[src/rtl/multicycle_ctrl.sv]
// multicycle_ctrl: control FSM for a multicycle RV32I datapath with shared memory
// and a single ALU. It sequences fetch, decode, execute, memory and writeback,
// one instruction at a time.
// Configuration macro: MC_ILLEGAL_TRAP_EN. When defined, an illegal opcode raises
// trap and locks up until reset. When undefined, trap stays 0 and the illegal
// instruction is skipped.
module multicycle_ctrl (
  input  logic        clk,
  input  logic        reset,
  input  logic [31:0] instr,
  input  logic        zero,
  input  logic        mem_ready,
  output logic        mem_req,
  output logic        mem_we,
  output logic        adrsrc,
  output logic        irwrite,
  output logic        pcupdate,
  output logic        regwrite,
  output logic [1:0]  alusrca,
  output logic [1:0]  alusrcb,
  output logic [1:0]  aluop,
  output logic [1:0]  resultsrc,
  output logic [3:0]  state,
  output logic        trap
);

  typedef enum logic [3:0] {
    S_IDLE    = 4'd0,
    S_FETCH   = 4'd1,
    S_DECODE  = 4'd2,
    S_EXEC_R  = 4'd3,
    S_EXEC_I  = 4'd4,
    S_LUI     = 4'd5,
    S_ALUWB   = 4'd6,
    S_MEMADR  = 4'd7,
    S_MEMRD   = 4'd8,
    S_MEMWB   = 4'd9,
    S_MEMWR   = 4'd10,
    S_BRANCH  = 4'd11,
    S_JAL     = 4'd12,
    S_ILLEGAL = 4'd13
  } state_e;

  state_e state_q;
  state_e state_d;

  // Only the opcode, the load/store select bit and the BEQ/BNE select bit
  // steer this FSM; the remaining instruction fields belong to aludec.
  logic unused_instr_bits;
  assign unused_instr_bits = ^{instr[31:13], instr[11:7]};

  assign state = state_q;

  // State register with synchronous active-high reset.
  always_ff @(posedge clk) begin
    if (reset) begin
      state_q <= S_IDLE;
    end else begin
      state_q <= state_d;
    end
  end

  // Next-state logic. Memory states hold until mem_ready.
  // Unused encodings 14 and 15 fall back to IDLE.
  always_comb begin
    state_d = S_IDLE;
    case (state_q)
      S_IDLE:   state_d = S_FETCH;
      S_FETCH: begin
        if (mem_ready) begin
          state_d = S_DECODE;
        end else begin
          state_d = S_FETCH;
        end
      end
      S_DECODE: begin
        case (instr[6:0])
          7'b0110011: state_d = S_EXEC_R;
          7'b0010011: state_d = S_EXEC_I;
          7'b0000011: state_d = S_MEMADR;
          7'b0100011: state_d = S_MEMADR;
          7'b1100011: state_d = S_BRANCH;
          7'b1101111: state_d = S_JAL;
          7'b0110111: state_d = S_LUI;
          default:    state_d = S_ILLEGAL;
        endcase
      end
      S_EXEC_R: state_d = S_ALUWB;
      S_EXEC_I: state_d = S_ALUWB;
      S_LUI:    state_d = S_ALUWB;
      S_ALUWB:  state_d = S_FETCH;
      S_MEMADR: begin
        if (instr[5]) begin
          state_d = S_MEMWR;
        end else begin
          state_d = S_MEMRD;
        end
      end
      S_MEMRD: begin
        if (mem_ready) begin
          state_d = S_MEMWB;
        end else begin
          state_d = S_MEMRD;
        end
      end
      S_MEMWB:  state_d = S_FETCH;
      S_MEMWR: begin
        if (mem_ready) begin
          state_d = S_FETCH;
        end else begin
          state_d = S_MEMWR;
        end
      end
      S_BRANCH: state_d = S_FETCH;
      S_JAL:    state_d = S_ALUWB;
`ifdef MC_ILLEGAL_TRAP_EN
      S_ILLEGAL: state_d = S_ILLEGAL;
`else
      S_ILLEGAL: state_d = S_FETCH;
`endif
      default:  state_d = S_IDLE;
    endcase
  end

  // Output decode. The outputs are Moore outputs of the state, except for
  // irwrite/pcupdate in FETCH (qualified by mem_ready) and pcupdate in BRANCH
  // (taken when zero differs from funct3[0], which covers BEQ and BNE).
  always_comb begin
    mem_req   = 1'b0;
    mem_we    = 1'b0;
    adrsrc    = 1'b0;
    irwrite   = 1'b0;
    pcupdate  = 1'b0;
    regwrite  = 1'b0;
    alusrca   = 2'b00;
    alusrcb   = 2'b00;
    aluop     = 2'b00;
    resultsrc = 2'b00;
    trap      = 1'b0;
    case (state_q)
      S_IDLE: begin
        mem_req = 1'b0;
      end
      S_FETCH: begin
        mem_req   = 1'b1;
        alusrcb   = 2'b10;
        resultsrc = 2'b10;
        irwrite   = mem_ready;
        pcupdate  = mem_ready;
      end
      S_DECODE: begin
        alusrca = 2'b01;
        alusrcb = 2'b01;
      end
      S_EXEC_R: begin
        alusrca = 2'b10;
        aluop   = 2'b10;
      end
      S_EXEC_I: begin
        alusrca = 2'b10;
        alusrcb = 2'b01;
        aluop   = 2'b10;
      end
      S_LUI: begin
        alusrca = 2'b11;
        alusrcb = 2'b01;
      end
      S_ALUWB: begin
        regwrite = 1'b1;
      end
      S_MEMADR: begin
        alusrca = 2'b10;
        alusrcb = 2'b01;
      end
      S_MEMRD: begin
        mem_req = 1'b1;
        adrsrc  = 1'b1;
      end
      S_MEMWB: begin
        resultsrc = 2'b01;
        regwrite  = 1'b1;
      end
      S_MEMWR: begin
        mem_req = 1'b1;
        mem_we  = 1'b1;
        adrsrc  = 1'b1;
      end
      S_BRANCH: begin
        alusrca  = 2'b10;
        aluop    = 2'b01;
        pcupdate = zero ^ instr[12];
      end
      S_JAL: begin
        alusrca  = 2'b01;
        alusrcb  = 2'b10;
        pcupdate = 1'b1;
      end
      S_ILLEGAL: begin
`ifdef MC_ILLEGAL_TRAP_EN
        trap = 1'b1;
`else
        trap = 1'b0;
`endif
      end
      default: begin
        trap = 1'b0;
      end
    endcase
  end

endmodule

[config.mk]
export PLATFORM = sky130hd
export DESIGN_NAME = multicycle_ctrl
export DESIGN_NICKNAME = d
export VERILOG_FILES = /design/src/rtl/multicycle_ctrl.sv
export SDC_FILE = /design/constraint.sdc
export NUM_CORES = 1
export LEC_CHECK = 0
export CORE_MARGIN = 4
export CORE_UTILIZATION = 29
export CTS_BUF_LIST = sky130_fd_sc_hd__clkbuf_16
export DETAILED_ROUTE_END_ITERATION = 8
export MAX_ROUTING_LAYER = met4
export PLACE_DENSITY = 0.75
export REMOVE_ABC_BUFFERS = 1
export SYNTH_ARGS = -nofsm -noshare
export SYNTH_HDL_FRONTEND = slang
export SYNTH_SLANG_ARGS = --single-unit
[constraint.sdc]
create_clock -name clk -period 1.5 [get_ports clk]
set_clock_uncertainty 0.2 [all_clocks]
set_input_delay 0.3 -clock clk [delete_from_list [all_inputs] [get_ports clk]]
set_output_delay 0.3 -clock clk [all_outputs]
set_load 0.05 [all_outputs]
==> results.cfg, run 1 <==
[grt]
grt_max_degree = 15
antenna_found_initial = 1

[floorplan]
rows = 15
io_pins = 55
initial_core_util_pct = 31.37
die_w_um = 51.92
die_h_um = 51.92

[logic_synthesis]
synth_enable_flop_cells = 0
synth.distinct_cells = 37
netlist_area_um2 = 559.3
synthMuxAreaShare_pct = 0
seq_area_frac_synth_pct = 14.32
ys_ff_latch = 4
async_reset_ff_share_pct = 0
synth_area_leaders = dfxtp_1, nor2_1, nand2b_1
yosysTopAreaCell = dfxtp_1
synth_top_family_by_area = simple AND/OR/NAND/NOR gates
synth_compound_area_share_pct = 27.29
avgSynthCellArea_um2 = 6.580
synthFlopType = dfxtp_1
synthSimpleGateAreaFrac_pct = 41.61
synth-warning-count = 0
syn_inst = 85
netlist.area_leader.share_pct = 14.32
yosys.area_share.adder_pct = 1.790
synth_xor_area_share_pct = 6.264

[status]
firstError = [ERROR DPL-0038] Utilization greater than 100%, impossible to legalize
stop_stage = 5_1_grt
outcome = stopped before the end

[clock_network]
cts_buffers = 3
cts.sinks = 4
ctsHoldBuffers = 0
htree_levels = 1
ctsRootBufferMaster = clkbuf_16
clock_path_buffers = 2

[timing]
worst-ep-kind = top-level output
postGrtWorstEndpoint = pcupdate

[place]
portBuffers = 29
routabilityCongestion = 0.8440
hpwlAfterDp_um = 2067
synth_stat cells, types with 2 or more instances:
cell	n
a31o_2	3
nor2_1	14
xor2_1	2
xnor2_1	2
buf_2	6
a31oi_1	3
nor3_1	4
o21bai_1	2
nor2b_1	2
nor3b_1	3
nand2_1	8
dfxtp_1	4
a21oi_1	3
nand2b_1	6
per-stage QoR:
stage	cell area [um2]	setup WS [ns]	hold WS (ns)	util, %	cells
floorplan	518.0	-1.801	0.2673	-	77
global placement	1282	-0.4190	0.5053	71.93	166
detailed placement	1282	-0.4462	0.5226	71.93	166
CTS	1560	-0.3578	0.3763	87.51	175
cells by family after synthesis:
group,Yosys count
xor gates and xnor gates,4
buffers and inverters,9
DFF,4
and+or+nand+nor,45
adders and majority gates,1
AOI/OAI and AO/OA,21
other,1
repair_timing:
item                                    CTS
setup buffers                             6
pin swaps                                18
resized for setup                        52
endpoints found under the setup margin   22
==> run 2: changes to the inputs <==
Settings changed: CORE_AREA set to 4 4 65 67, CORE_MARGIN 4 to unset, CORE_UTILIZATION 29 to unset, CTS_BUF_LIST sky130_fd_sc_hd__clkbuf_16 to unset, DIE_AREA set to 0 0 69 71, MAX_ROUTING_LAYER met4 to unset, PLACE_DENSITY 0.75 to unset, PLACE_DENSITY_LB_ADDON set to 0.15.
==> run 2 against run 1 <==
  * The flow now finishes, with violations (negative setup slack)
  * Synthesized area stayed put
  * Synthesized cell count is the same
==> results.cfg, run 2 <==
[layout]
mostFrequentLayoutCells = buf_4, buf_6, buf_12, dlygate4sd2_1, nor2_2
antenna_cells = 0
area_delta_synth_final_pct = 203.8
largest_reg_flops = 4
fin_area_um2 = 1699
layout-drive-gt1-share_pct = 69.54
instances_no_fill = 199
final_nets = 189
final_common_cell = buf_4

[floorplan]
rows = 22
core_area_um2 = 3633
io_pins = 55
die_h_um = 71
initial_core_util_pct = 15.39
die_w_um = 69
fp.dieArea_um2 = 4899

[logic_synthesis]
synth_common_cells = nor2_1, nand2_1, buf_2, nand2b_1
netlist.area_leader.share_pct = 14.32
seq_area_frac_synth_pct = 14.32
ys_ff_latch = 4
synth_enable_flop_cells = 0
synth_area_leaders = dfxtp_1, nor2_1, nand2b_1
synth_top_family_by_area = simple AND/OR/NAND/NOR gates
synthMuxAreaShare_pct = 0
netlist_area_um2 = 559.3
syn_inst = 85
async_reset_ff_share_pct = 0
yosysTopAreaCell = dfxtp_1
yosysMostFrequentCell = nor2_1
synth.distinct_cells = 37
synthSimpleGateAreaFrac_pct = 41.61
synth-warning-count = 0
yosys.area_share.adder_pct = 1.790
synthFlopType = dfxtp_1
synth_compound_area_share_pct = 27.29
synth_xor_area_share_pct = 6.264
avgSynthCellArea_um2 = 6.580

[timing]
grt_setup_unrepaired = true
setup_viol = 18
min_period_ns = 1.782
drv_slew = 0
fin_ws_ns = -0.2815
finalHoldViolations = 0
period_share_pct = 118.8
max_freq_mhz = 561.3

[grt]
grt_first_pass_wirelength_um = 4340
grt_pass1_vias = 905
grt_max_degree = 13
antenna_found_initial = 0
globalRouteOverflowTotal = 0
grtUsageTotal_pct = 10.97

[pwr]
power-per-cell-area_nw_per_um2 = 2191
p_leak_nw = 0.6879
ir_drop_mv = 0.8666

[worst_setup_path]
r2r_slack_ns = -0.10
r2r_start = state[3]
rr_worst_depth = 7
crit_type = register to output port
required_ns = 1.00
slowest_stage = dfxtp_4
path_cells = buf_8, o32ai_2, buf_12
cp-end-kind = output port
crit_path_start_kind = register
slowest_delay_ns = 0.38
arrival_ns = 1.28
reg2reg_to = state[1]
crit_fanout = 12

[place]
portBuffers = 29
dp_worst_setup_slack_ns = -0.4747
routabilityCongestion = 0.8000
placed_area_um2 = 1274
hpwlAfterDp_um = 1886
place_inst = 184

[min_path]
min_from = mem_ready
min-delay-path-class = input pin to register
hold_depth = 5
worst_hold_path.endpoint = state[3]

[clock_network]
htree_levels = 1
insertion_delay_ns = 0.22
cts_buffers = 3
cts_tree = done
clock_path_buffers = 2
ctsRootBufferMaster = clkbuf_8
clk_pin_slew_ns = 0.03
ctsHoldBuffers = 0
cts.sinks = 4

[drt]
drc = 0
postRouteAntennaNets = 0
via_per_inst = 4.427
drt-wirelength-per-cell_um = 13.34
routed_wl_um = 2655
first_pass_iters = 4
drt-initial-drc-count = 11
vias = 881

[status]
outcome = finished, violations left
violations = negative setup slack

[job]
maxCapViolCount = 0
run 2: cell families (layout without fill, tap and decap cells):
logic type / Yosys count / after routing
buf+inv: 9 / 75
fa+ha+maj: 1 / 1
simple gates: 45 / 45
other cells: 1 / 1
compound gates: 21 / 21
xor+xnor: 4 / 4
flops: 4 / 4
run 2: routing by layer:
| layer | wire [um] | global-route usage (%) | vias to the layer above |
|---|---|---|---|
| li1 | - | - | 438 |
| met1 | 1042 | 12.15 | 429 |
| met2 | 1530 | 20.34 | 9 |
| met3 | 62 | 3.409 | 5 |
| met4 | 19 | 2.603 | 0 |
| met5 | 0 | 0 | - |
run 2: power by group:
group | internal [mW] | switching, mW
Sequential | 0.173 | 0.124
Combinational | 1.64 | 1.55
Clock | 0.171 | 0.0608
run 2: metrics by stage:
stage	setup TNS, ns	hold WS (ns)	util (%)	total power [mW]
floorplan	-15.95	0.2673	-	1.369
global placement	-3.866	0.5979	35.06	2.767
detailed placement	-3.945	0.5820	35.06	2.763
CTS	-3.398	0.4413	43.63	3.525
global route	-4.473	0.5157	46.76	3.893
finish	-3.628	0.4847	46.76	3.723
run 2: timing repair:
item,CTS,global route
buffers inserted,8,4
cloned,0,0
resized for setup,66,20
pin swaps,19,11
endpoints found under the setup margin,21,20
run 2: area by class of cell:
cell class                 instances  area [um2]
fill                             343        1934
timing repair buffer              71       850.8
sequential                         4       95.09
tap                               48       60.06
multi-input combinational         72       648.1
inverter                           1       3.754
clock buffer                       3       41.29
run 2: worst max-delay path by stage:
stage | start | endpoint | slack [ns] | cells after the start
4_1_cts | state[3] | alusrcb[1] | -0.28 | 5
6_report | state[0] | pcupdate | -0.28 | 3
3_3_place_gp | zero | pcupdate | -0.43 | 5
3_5_place_dp | zero | pcupdate | -0.47 | 5
5_1_grt | state[3] | regwrite | -0.33 | 5
2_1_floorplan | state[0] | irwrite | -1.80 | 3
run 2: worst max-delay path: cells and delay by family (launching register included):
family | cells | cell delay (ns)
AOI/OAI and AO/OA | 1 | 0.33
buffers and inverters | 2 | 0.34
DFF | 1 | 0.38
Power figures use the tool's default switching activity.
==> RTL change 1, RTL diff (config.mk and constraints of run 2) <==
The option `MC_ILLEGAL_TRAP_EN` is turned on by a define.
--- a/src/rtl/multicycle_ctrl.sv
+++ b/src/rtl/multicycle_ctrl.sv
@@ -5,4 +5,6 @@
 // trap and locks up until reset. When undefined, trap stays 0 and the illegal
 // instruction is skipped.
+`define MC_ILLEGAL_TRAP_EN
+
 module multicycle_ctrl (
   input  logic        clk,
Check against the original RTL: not equivalent (a bounded check fails within 4 cycles, from zero or initial values and one cycle with reset high).
==> RTL change 1 against run 2 <==
The flow still finishes with violations (setup timing). Total power grew 14%. Combinational power grew 16%. Area after synthesis shrank 2.9%. Routed wire length shrank 2.9%. Sequential power shrank 2%. Sequential cell count is the same. Final area grew 3.2%. Setup slack lost 0.067 ns.
==> RTL change 1: results (changes against run 2) <==
Status -> finished, violations left (unchanged)
Failing checks -> setup timing (unchanged)
Detail Route met2 WL -> 1370 um (was 1530 um)
Drt total wl -> 2580 um (was 2660 um)
Asr flop ratio synth -> 0% (unchanged)
Iter 0 DRT Violations -> 3 (was 11)
Max IR drop VDD -> 1.26 mV (was 0.867 mV)
Placed Cells -> 190 (was 184)
Setup TNS Final -> -4.82 ns (was -3.63 ns)
GP Congestion -> 0.771 (was 0.800)
Pre-CTS setup slack -> -0.449 ns (was -0.475 ns)
Crit Path Max Fanout -> 1 (was 12)
Vias per inst -> 4.38 (was 4.43)
First-pass GRT wire length -> 4170 um (was 4340 um)
Post-DP Area -> 0.00131 sq mm (was 0.00127 sq mm)
Post-synthesis sequential area ratio -> 14.7% (was 14.3%)
# diodes -> 0 (unchanged)
PortBufs -> 30 (was 29)
Synth cell count leaders -> 19 x nor2_1, 11 x nand2_1, 5 x a21oi_1, 5 x clkbuf_1 (was 14 x nor2_1, 8 x nand2_1, 6 x buf_2, 6 x nand2b_1)
Slew margin rel. -> 75.6%
WL met3 -> 123 um (was 62 um)
Layout cells sized above 1 -> 70.3% (was 69.5%)
Drt wl/cell -> 12.7 um (was 13.3 um)
Post-DP HPWL -> 1850 um (was 1890 um)
Initial antenna violation count -> 0 (unchanged)
Final setup vio count -> 19 (was 18)
Pin count of the biggest net entering global routing -> 8 (was 13)
Max FFs per register -> 4 (unchanged)
Final setup margin -> -0.349 ns (was -0.282 ns)
Warnings, synthesis -> 0 (unchanged)
Synth area leaders -> dfxtp_1 15%, nor2_1 13%, nand2_1 7.6% (was dfxtp_1 14%, nor2_1 9.4%, nand2b_1 6.7%)
Netlist cell types -> 33 (was 37)
M1 WL -> 1060 um (was 1040 um)
Pleak -> 0.712 nW (was 0.688 nW)
CTS buffer count -> 3 (unchanged)
CTS root buffer -> clkbuf_8 (unchanged)
Global Route Usage Sum -> 10.5% (was 11.0%)
Vias in the first global route -> 906 (was 905)
RTL change 1: cell count changes in the layout (fill, tap and decap cells not counted), moves of 4 or more:
cell                    run 2  this run
clkdlybuf4s50_1             2         9
dlygate4sd2_1               9         2
nor2_4                      4         9
buf_4                      24        28
RTL change 1: critical path, stage by stage:
cell and delay, ns:
clkdlybuf4s50_1 0.42, xnor2_1 0.21, o21ai_2 0.07, a21o_1 0.20, buf_12 0.15
RTL change 1: kinds of logic after synthesis:
logic type	synth area share, %
buffers and inverters	7.60
AO/OA/AOI/OAI	28.6
XOR/XNOR	6.45
AND/OR/NAND/NOR	42.6
flip-flops	14.7
RTL change 1: power by group:
part | switching, mW | internal (mW) | total (mW)
clock | 0.0644 | 0.172 | 0.236
combinational | 1.84 | 1.86 | 3.70
sequential | 0.107 | 0.186 | 0.292
RTL change 1: worst paths after layout:
path | end | cells after the start | start | slack, ns
worst max-delay path | pcupdate | 5 | instr[12] | -0.35
worst min-delay path | state[1] | 4 | instr[1] | 0.42
worst max register to register | state[0] | 5 | state[0] | -0.29
worst min register to register | state[3] | 3 | state[2] | 0.50
RTL change 1: layout make-up:
type	instances	area [sq um]
Inverter	3	16.3
Tap cell	48	60.1
Clock buffer	3	41.3
Sequential cell	4	95.1
Fill cell	346	1880
Multi-Input combinational cell	72	671
Timing Repair Buffer	73	871
RTL change 1: metrics by stage:
stage | total power, mW | hold WS (ns)
after floorplan | 1.57 | 0.169
after global placement | 3.16 | 0.525
after detailed placement | 3.16 | 0.515
after CTS | 4.03 | 0.414
after global routing | 4.44 | 0.455
final | 4.23 | 0.422
RTL change 1: metal layers:
| layer | vias up | track usage (%) |
|---|---|---|
| li1 | 446 | - |
| met1 | 417 | 11.6 |
| met2 | 23 | 19.0 |
| met3 | 4 | 3.55 |
| met4 | 0 | 3.25 |
| met5 | - | 0 |
RTL change 1: repair_timing:
item	in CTS	in global routing
buffers inserted	8	4
hold endpoints to repair	0	0
resized for setup	63	22
pin swaps	15	8
cloned	0	0
endpoints found under the setup margin	21	21
==> RTL change 2, RTL diff (config.mk and constraints of run 2) <==
Without the edit above. Reset style: asynchronous (`reset`), changed in one clocked block. Comments in the files are not updated.
--- a/src/rtl/multicycle_ctrl.sv
+++ b/src/rtl/multicycle_ctrl.sv
@@ -53,5 +53,5 @@
 
   // State register with synchronous active-high reset.
-  always_ff @(posedge clk) begin
+  always_ff @(posedge clk or posedge reset) begin
     if (reset) begin
       state_q <= S_IDLE;
Check against the original RTL: differs if reset is asserted again (counterexample within 4 cycles, from zero or initial values and one cycle with reset high); with reset held inactive, the same outputs for 10 cycles.
==> RTL change 2 against run 2 <==
The flow still finishes with violations (setup timing). Sequential cell count unchanged. Routed wire length up 7.1%. Core utilization up 1.5 points. Area after synthesis up 0.67%. Final area up 3.2%. Total power up 22%. First-iteration DRC count up 130%. Final cell count up 1.5%. Setup slack worse by 0.11 ns. Largest cell class unchanged. Largest power group unchanged. Highest routed layer unchanged.
==> RTL change 2: results (changes against run 2) <==
Status -> finished, violations left (unchanged)
Failing checks -> setup timing (unchanged)
Final setup margin -> -0.394 ns (was -0.282 ns)
Fraction of area in multi-input gates -> 35.9% (was 38.1%)
Final Non-Filler Cells -> 202 (was 199)
Placed Cells -> 186 (was 184)
Pleak -> 0.756 nW (was 0.688 nW)
Crit Path Max Fanout -> 4 (was 12)
GP Congestion -> 0.804 (was 0.800)
Post-CTS Setup Inserts -> 13 (was 8)
Critical path's largest stage delay -> 0.43 ns (was 0.38 ns)
Setup TNS Final -> -5.34 ns (was -3.63 ns)
Iter 0 DRT Violations -> 25 (was 11)
First-pass GRT wire length -> 4610 um (was 4340 um)
Pin count of the biggest net entering global routing -> 9 (was 13)
Netlist cell types -> 39 (was 37)
Clock buf/inv share -> 2.35% (was 2.43%)
Slowest-stage cell, CP -> dfrtp_2 (was dfxtp_4)
Fraction of area in registers -> 5.99% (was 5.60%)
Met1 usage -> 12.0% (was 12.2%)
Pre-CTS setup slack -> -0.413 ns (was -0.475 ns)
Non-clk invs -> 3 (was 1)
Asr flop ratio synth -> 100% (was 0%)
Post-DP Area -> 0.00132 sq mm (was 0.00127 sq mm)
Worst min-delay path category -> in2async (was in2reg)
Final setup vio count -> 19 (was 18)
Met2 GRT Util -> 22.9% (was 20.3%)
Mapped Cells -> 80 (was 85)
Synth-to-Final Area Change -> 212% (was 204%)
Drt wl/cell -> 14.1 um (was 13.3 um)
Synth cell count leaders -> 13 x nor2_1, 7 x nand2_1, 5 x o21ai_0 (was 14 x nor2_1, 8 x nand2_1, 6 x buf_2, 6 x nand2b_1)
WL met3 -> 103 um (was 62 um)
Synth area leaders -> dfrtp_1 18%, nor2_1 8.7%, nand2_1 4.7% (was dfxtp_1 14%, nor2_1 9.4%, nand2b_1 6.7%)
Fill cells -> 346 (was 343)
Post-DP HPWL -> 1810 um (was 1890 um)
Post-synthesis sequential area ratio -> 17.8% (was 14.3%)
Met3 usage -> 4.26% (was 3.41%)
Multi-In Gates -> 67 (was 72)
Detail Route met2 WL -> 1700 um (was 1530 um)
M1 WL -> 1030 um (was 1040 um)
[RTL change 2: worst paths after layout]
path | start | to | slack, ns | cells after the start
max reg2reg | state[3] | state[0] | -0.19 | 7
min | reset | state[3] | 0.07 | 2
max | state[2] | pcupdate | -0.39 | 5
max in group asynchronous | reset | state[0] | 0.85 | 2
min in group clk | instr[3] | state[1] | 0.39 | 4
min reg2reg | state[1] | state[1] | 0.52 | 2
[RTL change 2: power by group through the flow]
stage	registers (mW)	clock network, mW	logic [mW]
detailed placement	0.292	0	3.04
finish	0.262	0.239	4.05
global placement	0.306	0	3.04
floorplan	0.488	0	1.13
global route	0.278	0.254	4.24
CTS	0.258	0.238	3.85
[RTL change 2: cells by family after synthesis]
kind of cell,after synthesis,share of synthesized area [%]
buffers and inverters,9,8.89
adders and majority gates,1,1.78
DFF,4,17.8
other,1,0.666
and+or+nand+nor,37,34.2
AOI/OAI and AO/OA,22,27.3
xor gates and xnor gates,6,9.34
